## src/rtl/uart_csr_bridge.sv

```systemverilog
// rtl/uart_csr_bridge.sv - UART byte-frame decoder that issues CSR writes/reads and replies over UART tx
module uart_csr_bridge #(
  parameter int ADDR_W      = 4,
  parameter int DATA_W      = 8,
  parameter int TIMEOUT_CYC = 1000000
) (
  input  logic              clk,
  input  logic              rst_n,
  input  logic [7:0]        rx_data,
  input  logic              rx_flag,
  output logic              rx_flag_clr,
  output logic [7:0]        tx_data,
  output logic              tx_send,
  input  logic              tx_data_ready,
  output logic [ADDR_W-1:0] csr_wr_addr,
  output logic [DATA_W-1:0] csr_wr_data,
  output logic              csr_wen,
  output logic [ADDR_W-1:0] csr_rd_addr,
  output logic              csr_ren,
  input  logic [DATA_W-1:0] csr_rd_data,
  output logic              busy,
  output logic              cmd_error
);

  localparam logic [7:0] OP_WR = 8'h57;
  localparam logic [7:0] OP_RD = 8'h52;
  localparam logic [7:0] ACK   = 8'h4B;
  localparam int TMR_W = (TIMEOUT_CYC > 2) ? $clog2(TIMEOUT_CYC) : 1;
  localparam logic [TMR_W-1:0] TMR_LAST = TMR_W'(TIMEOUT_CYC - 1);

  typedef enum logic [2:0] {
    IDLE, GET_ADDR, GET_DATA, CSR_WR, CSR_RD, RD_CAP, SEND
  } state_t;

  state_t            state;
  logic              is_wr;
  logic [ADDR_W-1:0] addr_q;
  logic [DATA_W-1:0] data_q;
  logic [TMR_W-1:0]  tmr;
  logic              rx_take;

  // A byte whose clear pulse is still in flight must not be consumed twice.
  assign rx_take = rx_flag && !rx_flag_clr &&
                   (state == IDLE || state == GET_ADDR || state == GET_DATA);

  assign csr_wr_addr = addr_q;
  assign csr_rd_addr = addr_q;
  assign csr_wr_data = data_q;

  always_ff @(posedge clk or negedge rst_n) begin
    if (!rst_n) begin
      state       <= IDLE;
      is_wr       <= 1'b0;
      addr_q      <= '0;
      data_q      <= '0;
      tmr         <= '0;
      rx_flag_clr <= 1'b0;
      tx_data     <= 8'h00;
      tx_send     <= 1'b0;
      csr_wen     <= 1'b0;
      csr_ren     <= 1'b0;
      busy        <= 1'b0;
      cmd_error   <= 1'b0;
    end else begin
      rx_flag_clr <= rx_take;
      tx_send     <= 1'b0;
      csr_wen     <= 1'b0;
      csr_ren     <= 1'b0;
      cmd_error   <= 1'b0;
      case (state)
        IDLE: begin
          if (rx_take) begin
            if (rx_data == OP_WR || rx_data == OP_RD) begin
              is_wr <= (rx_data == OP_WR);
              tmr   <= '0;
              state <= GET_ADDR;
              busy  <= 1'b1;
            end else begin
              cmd_error <= 1'b1;
            end
          end
        end
        GET_ADDR: begin
          if (rx_take) begin
            addr_q <= rx_data[ADDR_W-1:0];
            tmr    <= '0;
            if (is_wr) begin
              state <= GET_DATA;
            end else begin
              state   <= CSR_RD;
              csr_ren <= 1'b1;
            end
          end else if (tmr == TMR_LAST) begin
            state     <= IDLE;
            busy      <= 1'b0;
            cmd_error <= 1'b1;
          end else begin
            tmr <= tmr + 1'b1;
          end
        end
        GET_DATA: begin
          if (rx_take) begin
            data_q  <= rx_data[DATA_W-1:0];
            tmr     <= '0;
            state   <= CSR_WR;
            csr_wen <= 1'b1;
          end else if (tmr == TMR_LAST) begin
            state     <= IDLE;
            busy      <= 1'b0;
            cmd_error <= 1'b1;
          end else begin
            tmr <= tmr + 1'b1;
          end
        end
        CSR_WR: begin
          tx_data <= ACK;
          state   <= SEND;
        end
        CSR_RD: begin
          state <= RD_CAP;
        end
        // Read data arrives one cycle after the csr_ren strobe.
        RD_CAP: begin
          tx_data <= 8'(csr_rd_data);
          state   <= SEND;
        end
        SEND: begin
          if (tx_data_ready) begin
            tx_send <= 1'b1;
            state   <= IDLE;
            busy    <= 1'b0;
          end
        end
        default: begin
          state <= IDLE;
          busy  <= 1'b0;
        end
      endcase
    end
  end

endmodule

```

## config.mk

```make
export PLATFORM = sky130hd
export DESIGN_NAME = uart_csr_bridge
export DESIGN_NICKNAME = d
export VERILOG_FILES = /design/src/rtl/uart_csr_bridge.sv
export SDC_FILE = /design/constraint.sdc
export NUM_CORES = 1
export LEC_CHECK = 0
export CAP_MARGIN = 40
export CELL_PAD_IN_SITES_DETAIL_PLACEMENT = 0
export CELL_PAD_IN_SITES_GLOBAL_PLACEMENT = 2
export CORE_ASPECT_RATIO = 1.75
export CORE_MARGIN = 3
export CORE_UTILIZATION = 32
export CTS_BUF_LIST = sky130_fd_sc_hd__clkbuf_16
export DETAILED_ROUTE_END_ITERATION = 10
export PLACE_DENSITY = 0.74
export SETUP_SLACK_MARGIN = 0.5
export SLEW_MARGIN = 20
export SYNTH_ARGS = -nofsm -noshare
export SYNTH_HDL_FRONTEND = slang
export SYNTH_SLANG_ARGS = --single-unit
```

## constraint.sdc

```tcl
create_clock -name clk -period 2.35 [get_ports clk]
set_clock_uncertainty 0.15 [all_clocks]
set_input_delay 0.235 -clock clk [delete_from_list [all_inputs] [get_ports clk]]
set_output_delay 0.235 -clock clk [all_outputs]
set_load 0.005 [all_outputs]
```

Word-level counts from Yosys, hierarchy flattened
Index checks and enable logic that the tools add are counted.
{"block": "word_totals", "output_inout_bits": 30, "inputBits": 20, "word_cells": 79, "register_bits": 50}
{"block": "op_classes", "muxes": 32, "bitwise": 1, "add_sub_neg": 1, "n_reduce_logical": 18, "eq_ne": 15}
{"op": "two-way mux 20 bit", "n": 4}
{"op": "one-hot mux 20 bit (2 select lines)", "n": 1}
{"op": "two-way mux 3 bit", "n": 7}
{"op": "adder 20 x 1 -> 20 bit, second input constant", "n": 1}
{"op": "equality test 20 bit, second input constant", "n": 1}
{"op": "one-hot mux 3 bit (6 select lines)", "n": 1}
{"op": "equality test 8 x 7 -> 1 bit, second input constant", "n": 2}
{"op": "two-way mux 1 bit", "n": 16}
{"op": "one-hot mux 8 bit (2 select lines)", "n": 1}
{"op": "equality test 3 bit, second input constant", "n": 3}
{"op": "equality test 3 x 2 -> 1 bit, second input constant", "n": 2}
{"op": "!= test 2 bit, second input constant", "n": 3}
{"op": "AND reduction 3 bit", "n": 2}
{"op": "AND reduction 6 bit", "n": 1}
{"op": "!= test 2 x 1 -> 1 bit, second input constant", "n": 2}
{"op": "one-hot mux 1 bit (4 select lines)", "n": 1}
{"op": "AND reduction 2 bit", "n": 2}
{"op": "AND reduction 4 bit", "n": 1}
{"op": "nonzero test 2 bit", "n": 2}
{"op": "OR reduction 2 bit", "n": 2}
{"op": "equality test 3 x 1 -> 1 bit, second input constant", "n": 1}
{"op": "logical NOT 3 bit", "n": 1}
{"op": "logical OR 1 bit", "n": 3}
{"op": "!= test 3 bit, second input constant", "n": 1}
{"op": "5 further kinds", "n": 6}

Depth between registers and ports, before layout
Gate-level depths: netlist (run 1).
{"block": "depth", "ltp_word": 6, "mapped_depth": 7, "mapped_depth_nobuf": 5}

Worst setup path after synthesis (run 1)
Ideal clock, no wire load.
{"block": "synth_timing", "kind": "register to register", "start": "register tmr[0]", "end": "register tmr[1]", "t_arrival_ns": 1.725, "stages_incl_launch_ff": 8, "n_path_buf": 2, "t_required_ns": 2.076, "setup_slack_ns": 0.351, "cell_sequence": "dfrtp_1 ha_1 and3_2 clkbuf_1 nor2b_1 buf_2 and4_1 a211o_1"}
{"block": "synth_via", "elab_chain_len": 4}
{"item": "from (decl)", "line_no": "39", "text": "logic [TMR_W-1:0] tmr;"}
{"item": "from (signal assigned)", "line_no": "98", "text": "tmr <= tmr + 1'b1;"}
{"item": "from (signal assigned)", "line_no": "112", "text": "tmr <= tmr + 1'b1;"}
{"item": "adder 20 x 1 -> 20 bit", "line_no": "98, 112"}
{"item": "two-way mux 20 bit", "line_no": "93, 107"}
{"item": "two-way mux 20 bit", "line_no": "102", "text": "if (rx_take) begin"}
{"item": "one-hot mux 20 bit (2 select lines)", "line_no": "70", "text": "case (state)"}
Parallel ways exist; a longest one is shown, timed or not. The select of a mux whose other input is x is not followed.
A chain may end at the register's enable or synchronous reset.

Worst setup path after layout (run 1)
{"block": "layout_timing", "start": "register tmr[9]", "end": "register tmr[17]"}
The elaborated chain is that of the path after synthesis.

==> impl_metrics.csv, run 1 <==
group,metric,value,unit
logic_synthesis,synth-simple-area-share,21.6,%
timing,tns,0,ns
drt,route.final.wire_length,7670,um
critical_path,end_kind,"flip-flop",
critical_path,r2r_slack,0.46,ns
timing,relSlewSlack,55.9,%
logic_synthesis,synth_ff_type,"dfrtp_1",
timing,slew_viol_final,0,
placement,placedInstanceArea,3400,um^2
grt,grt_pass1_wl,12500,um
drt,antenna_left,0,
logic_synthesis,synth_fa_ha_area_share,0.463,%
logic_synthesis,ys_seq_elements,50,
final_layout,drive_gt1_share,28.4,%
die,core_area,8070,um^2
final_layout,fin_area,3830,um^2
critical_path,required,2.43,ns
hold_path,hold_path_end,"csr_wr_data[3]",
die,rows,43,
logic_synthesis,synth-compound-area-share,20.6,%
logic_synthesis,synth_top_area_share,46.3,%
logic_synthesis,synth_xor_area_share,0.971,%
clock_network,numCtsBuffers,5,
grt,grt_remaining_overflow,0,
logic_synthesis,synth_area_leaders,"dfrtp_1 (46%), mux2_2 (5.0%), o21ai_0 (3.0%), nand2_1 (2.9%), a31oi_1 (2.8%)",
logic_synthesis,async_flop_share,100,%
clock_network,path_clk_slew,0.07,ns
logic_synthesis,synth.most_common_cell,"dfrtp_1",
logic_synthesis,syn-cell-area,2710,um^2
critical_path,r2r_cells,4,
clock_network,tritoncts,"built",
final_layout,area_delta_synth_final,41.7,%
critical_path,worstPathMaxFanout,8,
clock_network,htreeDepth,2,
flow_run,cap_violations,0,
die,initial_utilization,33.5,%
logic_synthesis,syn_avg_cell_area,9.87,um^2
final_layout,final_util,47.5,%
timing,finalCriticalPeriod,1.89,ns
placement,place.gp.congestion,0.793,
drt,first_pass_iters,4,
grt,grt_antenna_before_repair,0,
logic_synthesis,synth.largest_area_cell,"dfrtp_1",
drt,avgRoutedWirePerCell,17.5,um
logic_synthesis,synth-edff-count,0,
final_layout,multi_input_comb_area,1480,um^2
timing,finalWorstSetupSlack,0.459,ns
power,leakagePower,0.00168,uW
critical_path,worstSetupPathType,"flip-flop to flip-flop",
logic_synthesis,yosys_warnings,0,
final_layout,num-nets-final,368,
die,die_area,9640,um^2
placement,dp.final_hpwl,5420,um
drt,drtIter0Drc,84,
timing,rsz0062_at_grt,"yes",
timing,tightest_slew,0.662,ns
logic_synthesis,syn_inst,274,
critical_path,r2r-end,"tmr[17]",
timing,finalSetupViolations,0,
clock_network,root_buffer,"clkbuf_16",
die,die_x,75.5,um
timing,hold_violations,0,
hold_path,min_path_type,"primary input to flip-flop",
critical_path,worstPathArrival,1.97,ns
logic_synthesis,ys_seq_area_share,46.3,%
clock_network,cts_buffer_depth,2,
logic_synthesis,synth_nets,295,
drt,vias,2430,
status,status,"finished, final reports clean",
die,ios,50,
power,ir_drop,0.000398,V
final_layout,seqCellArea,1260,um^2
critical_path,r2r-start,"tmr[9]",
die,die_h,128,um
grt,grt_pass1_vias,2471,
timing,clock.fmax,0.529,GHz
placement,portBuffers,49,
drt,drc,0,
grt,grt_start_max_net_pins,51,
timing,post-route-period-util,80.5,%
timing,hold_ws,0.122,ns
critical_path,crit_path_start_kind,"flip-flop",
grt,grt_use_total,16.8,%
hold_path,min_path_cells,2,
logic_synthesis,synth_top_family_by_area,"simple AND/OR/NAND/NOR gates",
placement,place_ws,0.0743,ns
logic_synthesis,yosysUniqueCellTypes,52,
final_layout,diodes,0,
power,p_per_area,1120,nW/um^2
clock_network,clock_latency,0.29,ns
final_layout,fill_cells,806,
clock_network,clock-sinks,50,
logic_synthesis,yosys-top-cells-count,"dfrtp_1 (50), nand2_1 (21), o21ai_0 (16), nand3_1 (13)",
drt,viasPerCell,5.55,
hold_path,holdCritStartpoint,"rx_data[3]",
logic_synthesis,synthMuxAreaShare,5.00,%
[metrics by stage]
step | total power, uW | std cells
after floorplan | 2370 | 274
after detailed placement | 3350 | 414
after global placement | 3330 | 414
after global routing | 4590 | 438
final | 4290 | 438
after CTS | 4210 | 431
[worst max-delay path: stages, from the launching register on]
cell	delay [ns]
dfrtp_1	0.39
nand4_1	0.15
or4_4	0.63
or4_1	0.42
nand3_1	0.09
[per-layer routing]
metal,global-route usage (%),share of wire (%)
met4,5.56,1.0
met1,18.2,39
met2,31.6,57
met5,0,0
met3,2.60,2.8
[final cells by class]
type | instances | area share (%)
Clock inverter | 3 | 0.457
Sequential cell | 50 | 32.9
Tap cell | 90 | 2.94
Inverter | 7 | 0.686
Timing Repair Buffer | 87 | 21.3
Clock buffer | 5 | 3.26
Multi-Input combinational cell | 196 | 38.5
[placed cells by master (no fill, tap or decap), drive strengths merged, types with 3 or more instances in the layout]
cell / Yosys / layout
dfrtp: 50 / 50
clkdlybuf4s50: 0 / 46
buf: 10 / 38
nand2: 21 / 21
o21ai: 16 / 16
nand3: 13 / 13
a31oi: 12 / 12
mux2: 12 / 12
a21oi: 9 / 9
nand4: 9 / 9
nor2b: 9 / 9
inv: 7 / 8
o22a: 8 / 8
and4: 8 / 8
nor2: 7 / 7
and3: 6 / 6
a21o: 6 / 6
a211o: 6 / 6
o211ai: 5 / 5
clkbuf: 11 / 5
or4: 5 / 5
o22ai: 4 / 4
nor3: 4 / 4
and2: 3 / 3
xnor2: 3 / 3
or2: 3 / 3
a211oi: 3 / 3
[kinds of logic after synthesis]
group | after synthesis
simple gates | 99
compound gates | 81
flops | 50
buf+inv | 28
mux | 12
xor+xnor | 3
fa+ha+maj | 1
[state kept, by name, indices dropped and copies added, names as in the netlist, 3 cells and up]
name         cells
csr_rd_addr      4
tmr             20
csr_wr_data      8
tx_data          8
state            3
[power breakdown]
part / leakage, uW / switching [uW] / internal, uW / total [uW]
logic: 0.000978 / 979 / 1240 / 2220
clock network: 0.0000750 / 329 / 392 / 721
registers: 0.000630 / 220 / 1130 / 1350
[worst max path at each step]
stage / from / end / slack, ns / cells past startpoint
after floorplan: tmr[1] / tmr[1] / 0.45 / 7
after global routing: tmr[9] / tmr[19] / 0.40 / 4
after CTS: rx_data[3] / tmr[5] / 0.49 / 7
after global placement: rx_data[3] / tmr[6] / 0.12 / 5
after detailed placement: rx_data[3] / tmr[5] / 0.07 / 7
final: tmr[9] / tmr[17] / 0.46 / 4
[what timing repair did]
action	4_1_cts	5_1_grt
pin swaps	3	11
gates resized for setup	21	24
endpoints found under the setup margin	31	26
endpoints found under the hold margin	50	0
buffers inserted	8	7
hold buffers	1	0
Power figures use the tool's default switching activity.
==> run 2, diff against run 1 <==
--- a/config.mk
+++ b/config.mk
@@ -10,10 +10,10 @@
 export CELL_PAD_IN_SITES_GLOBAL_PLACEMENT = 2
 export CORE_ASPECT_RATIO = 1.75
 export CORE_MARGIN = 3
-export CORE_UTILIZATION = 32
+export CORE_UTILIZATION = 29
 export CTS_BUF_LIST = sky130_fd_sc_hd__clkbuf_16
 export DETAILED_ROUTE_END_ITERATION = 10
-export PLACE_DENSITY = 0.74
+export PLACE_DENSITY = 0.71
 export SETUP_SLACK_MARGIN = 0.5
 export SLEW_MARGIN = 20
 export SYNTH_ARGS = -nofsm -noshare
==> constraint.sdc (replaced) <==
create_clock -name clk -period 1.7 [get_ports clk]
set_clock_uncertainty 0.15 [all_clocks]
set_input_delay 0.17 -clock clk [delete_from_list [all_inputs] [get_ports clk]]
set_output_delay 0.17 -clock clk [all_outputs]
set_load 0.005 [all_outputs]
==> run 2 against run 1 <==
Net effect: die area increased by 9.7%; routed wire length increased by 22%; register-to-register slack got worse by 0.65 ns; sequential share of layout area decreased by 7.6 points; the flow now finishes with violations (setup timing); clock power increased by 58%; non-clock buffer count increased by 81.
==> impl_metrics.csv, run 2 (synthesis results as in run 1) <==
group,metric,value,unit
timing,clock.fmax,0.528,GHz
critical_path,worstPathMaxFanout,7,
status,status,"finished, violations left",
grt,busiest_layer,"met2",
final_layout,area_delta_synth_final,83.5,%
clock_network,tritoncts,"built",
placement,portBuffers,49,
power,sw_frac_of_total,35.5,%
critical_path,crit_path_start_kind,"flip-flop",
power,internal_power,5000,uW
power,leakagePower,0.00228,uW
clock_network,clock-sinks,50,
final_layout,drive_gt1_share,56.1,%
clock_network,cts_buffer_depth,2,
drt,avgRoutedWirePerCell,16.9,um
power,power.share.sequential,23.2,%
drt,viasPerCell,5.09,
flow_run,cap_violations,0,
die,core_area,9090,um^2
drt,drc,0,
timing,tns,-2.77,ns
power,ir_drop,0.000617,V
timing,hold_violations,0,
final_layout,final_common_cell,"buf_4",
die,die_h,134,um
clock_network,clock_latency,0.30,ns
grt,grt_pass1_wl,14900,um
timing,slew_viol_final,0,
drt,first_pass_iters,4,
drt,antenna_left,0,
clock_network,htreeDepth,2,
final_layout,diodes,0,
grt,grt_antenna_before_repair,0,
power,switchingPower,2760,uW
critical_path,worstPathArrival,1.94,ns
die,rows,46,
placement,place.gp.congestion,0.806,
timing,finalSetupViolations,35,
drt,drtIter0Drc,125,
hold_path,min_path_type,"primary input to async pin",
drt,vias,2805,
final_layout,regMostFlops,"tmr",
grt,grt_use_total,18.3,%
grt,globalRouteMet1Util,18.8,%
critical_path,worstSetupPathType,"flip-flop to flip-flop",
placement,dp.cells,491,
timing,finalCriticalPeriod,1.89,ns
final_layout,fin_cells,551,
grt,grt_start_max_net_pins,27,
timing,tightest_slew,0.361,ns
critical_path,end_kind,"flip-flop",
grt,met2_usage,34.6,%
grt,grt_pass1_vias,2971,
clock_network,numCtsBuffers,5,
die,initial_utilization,29.7,%
placement,dp.final_hpwl,6220,um
grt,use_met3,2.98,%
power,p_per_area,1560,nW/um^2
clock_network,root_buffer,"clkbuf_16",
die,die_x,79.0,um
critical_path,required,1.74,ns
final_layout,num-nets-final,451,
die,ios,50,
timing,finalWorstSetupSlack,-0.195,ns
drt,route.final.wire_length,9340,um
clock_network,path_clk_slew,0.07,ns
timing,relSlewSlack,75.9,%
timing,rsz0062_at_grt,"yes",
power,p_comb_share,62.1,%
grt,grt_remaining_overflow,0,
timing,post-route-period-util,111,%
die,die_area,10600,um^2
final_layout,final_util,54.6,%
final_layout,largest_reg_flops,20,
power,p_clk_share,14.7,%
status,failed_checks,"setup timing",
final_layout,layout_common_cells,"buf_4 (65), dfrtp_1 (47), buf_6 (46)",
critical_path,r2r_slack,-0.19,ns
-- run 2: through the flow --
step | power, uW | area, um^2 | setup WS (ns) | hold slack (ns)
4_1_cts | 7340 | 4670 | -0.208 | 0.286
3_3_place_gp | 5140 | 3910 | -0.314 | 0.0651
5_1_grt | 8220 | 4960 | -0.232 | 0.308
6_report | 7760 | 4960 | -0.195 | 0.275
2_1_floorplan | 3550 | 2900 | -0.157 | -0.276
3_5_place_dp | 5170 | 3910 | -0.331 | 0.0670
-- run 2: worst paths after layout --
path	to	cells after the start	startpoint
worst min-delay path	tx_data[5]	3	rst_n
worst max-delay path	tmr[13]	5	tmr[10]
max in group asynchronous	csr_rd_addr[3]	3	rst_n
min in group clk	csr_wr_data[7]	1	csr_wr_data[7]
worst min register to register	csr_wr_data[7]	1	csr_wr_data[7]
worst max register to register	tmr[13]	5	tmr[10]
-- run 2: power by group through the flow --
stage | registers, uW | clock network [uW] | logic, uW
6_report | 1800 | 1140 | 4820
5_1_grt | 1850 | 1230 | 5140
4_1_cts | 1800 | 1170 | 4370
3_5_place_dp | 1840 | 0 | 3330
3_3_place_gp | 1830 | 0 | 3320
2_1_floorplan | 1840 | 0 | 1720
-- run 2: cell type report --
| cell class | instances | area (um^2) |
|---|---|---|
| repair buffers | 168 | 1550 |
| flip-flops and latches | 50 | 1250 |
| well taps | 120 | 150 |
| clock buffers | 5 | 125 |
| inverters | 7 | 26.3 |
| fillers | 857 | 4130 |
| clock inverters | 3 | 40.0 |
| multi-input cells | 198 | 1810 |
-- run 2: critical path: stages, from the launching register on --
cell     delay (ns)
dfrtp_1        0.35
nand4_1        0.17
or4_4          0.52
buf_6          0.15
a211o_2        0.30
a21o_1         0.15
-- run 2: timing repair --
action / 4_1_cts / 5_1_grt
cloned: 3 / 0
hold buffers: 1 / 0
pin swaps: 26 / 20
endpoints found under the hold margin: 50 / 0
gates resized for setup: 203 / 50
buffers inserted: 39 / 9
endpoints found under the setup margin: 80 / 58
-- run 2: metal layers --
| metal | up-vias | part of all wire (%) |
|---|---|---|
| met5 | - | 0 |
| met4 | 0 | 3.8 |
| met3 | 24 | 2.6 |
| met2 | 49 | 57 |
| met1 | 1375 | 36 |
| li1 | 1357 | - |
==> run 3, diff against run 2 <==
--- a/config.mk
+++ b/config.mk
@@ -14,8 +14,7 @@
 export CTS_BUF_LIST = sky130_fd_sc_hd__clkbuf_16
 export DETAILED_ROUTE_END_ITERATION = 10
 export PLACE_DENSITY = 0.71
-export SETUP_SLACK_MARGIN = 0.5
-export SLEW_MARGIN = 20
+export SLEW_MARGIN = 25
 export SYNTH_ARGS = -nofsm -noshare
 export SYNTH_HDL_FRONTEND = slang
 export SYNTH_SLANG_ARGS = --single-unit
==> run 3 against run 2 <==
Net effect: via count down 4.7%; total power down 15%; critical path depth down 1; largest cell class unchanged; combinational power down 22%; the run still ends with setup timing left; non-clock buffer count down 28; design area down 10%; clock power down 13%; maximum frequency up 2.5%; utilization down 5.6 points; largest power group unchanged; highest routed layer unchanged; count of clock-buffer cells in the layout unchanged.
==> impl_metrics.csv, run 3 (synthesis results as in run 1) <==
group,metric,value,unit
timing,tightest_slew,0.291,ns
timing,slew_viol_final,0,
grt,grt_pass1_vias,2811,
critical_path,crit_buf_inv,0,
drt,wl_met3,228,um
drt,drc,0,
critical_path,end_kind,"flip-flop",
critical_path,crit_slowest_cell,"or4_4",
timing,finalSetupViolations,20,
final_layout,area_delta_synth_final,64.6,%
final_layout,largest_reg_flops,20,
grt,grt_start_max_net_pins,51,
die,core_area,9090,um^2
drt,avgRoutedWirePerCell,17.1,um
timing,tns,-1.72,ns
die,die_x,79.0,um
critical_path,worstPathMaxFanout,7,
die,die_area,10600,um^2
power,p_comb_share,57.3,%
drt,route.final.wire_length,8900,um
clock_network,tritoncts,"built",
clock_network,cts_buffer_depth,2,
final_layout,layout_common_cells,"buf_4 (69), dfrtp_1 (48), clkdlybuf4s50_1 (44)",
timing,relSlewSlack,80.6,%
critical_path,crit_path_start_kind,"flip-flop",
timing,hold_violations,0,
power,leakagePower,0.00200,uW
clock_network,root_buffer,"clkbuf_16",
hold_path,min_path_type,"primary input to flip-flop",
final_layout,regMostFlops,"tmr",
critical_path,cpPeakStageDelay,0.58,ns
clock_network,htreeDepth,2,
placement,place.gp.congestion,0.881,
die,ios,50,
drt,vias,2673,
critical_path,crit_chain,"nand4_1 -> or4_4 -> or4_1 -> nand3_1",
critical_path,worstPathArrival,1.93,ns
timing,finalCriticalPeriod,1.85,ns
final_layout,num-nets-final,422,
drt,antenna_left,0,
grt,grt_antenna_before_repair,0,
clock_network,numCtsBuffers,5,
drt,drtIter0Drc,137,
final_layout,fill_cells,909,
critical_path,r2r-start,"tmr[10]",
drt,topRoutingLayerUsed,"met4",
critical_path,startpoint,"tmr[10]",
power,p_clk_share,15.1,%
timing,finalWorstSetupSlack,-0.149,ns
final_layout,diodes,0,
power,switchingPower,2310,uW
power,sw_frac_of_total,35.2,%
clock_network,path_clk_slew,0.07,ns
power,power.share.sequential,27.6,%
drt,wl_met2,5140,um
drt,first_pass_iters,4,
clock_network,clock_latency,0.29,ns
power,p_per_area,1470,nW/um^2
die,rows,46,
grt,grt_remaining_overflow,0,
placement,portBuffers,49,
power,ir_drop,0.000599,V
die,die_h,134,um
clock_network,clock-sinks,50,
timing,post-route-period-util,109,%
timing,clock.fmax,0.541,GHz
grt,grt_pass1_wl,14200,um
final_layout,final_util,49.0,%
hold_path,holdCritStartpoint,"rx_data[4]",
die,initial_utilization,29.7,%
critical_path,crit_family,"simple AND/OR/NAND/NOR gates",
timing,rsz0062_at_grt,"yes",
final_layout,final_common_cell,"buf_4",
power,internal_power,4250,uW
drt,viasPerCell,5.12,
flow_run,cap_violations,0,
status,status,"finished, violations left",
drt,met1Wirelength,3310,um
status,failed_checks,"setup timing",
placement,dp.final_hpwl,6240,um
critical_path,required,1.78,ns
critical_path,worstSetupPathType,"flip-flop to flip-flop",
grt,grt_use_total,17.2,%
final_layout,drive_gt1_share,39.6,%
## run 3: worst paths after layout
check	slack [ns]	depth (start not counted)	to
hold / removal	0.03	2	csr_wr_data[4]
min in group asynchronous	0.25	3	tmr[17]
setup reg to reg	-0.15	4	tmr[15]
hold reg to reg	0.36	1	csr_wr_data[6]
max in group asynchronous	0.90	3	state[0]
setup / recovery	-0.15	4	tmr[15]
## run 3: repair_timing
item,CTS,global route
endpoints found under the hold margin,50,0
gates cloned,2,0
pin swaps,27,21
endpoints found under the setup margin,36,37
buffers inserted,18,5
resized for setup,40,30
hold buffers,1,0
## run 3: final cells by class
cell class              count  area, um^2  area share [%]
multi-input cells         197        1610            36.1
repair buffers            140        1270            28.6
flip-flops and latches     50        1250            28.2
well taps                 120         150            3.37
clock buffers               5         125            2.81
inverters                   7        26.3           0.590
clock inverters             3        16.3           0.365
## run 3: power groups by stage
stage	logic [uW]	clock network (uW)	registers [uW]
after floorplan	1630	0	1830
after global placement	3170	0	1800
after detailed placement	3200	0	1820
after CTS	3630	1030	1810
after global routing	4060	1080	1870
final	3760	992	1810
## run 3: stage by stage
stage	total power [uW]	instances	hold WS [ns]	setup WS, ns	cell area, um^2
2_1_floorplan	3460	274	-0.276	-0.157	2830
3_3_place_gp	4980	489	0.0403	-0.338	3820
3_5_place_dp	5020	489	0.0391	-0.369	3820
4_1_cts	6470	517	0.257	-0.155	4310
5_1_grt	7010	522	0.0435	-0.198	4450
6_report	6570	522	0.0304	-0.149	4450
## run 3: metal layers
layer	global-route usage, %	vias up
met5	0	-
met4	7.07	0
met3	2.23	16
met2	33.1	44
met1	18.1	1320
li1	-	1293
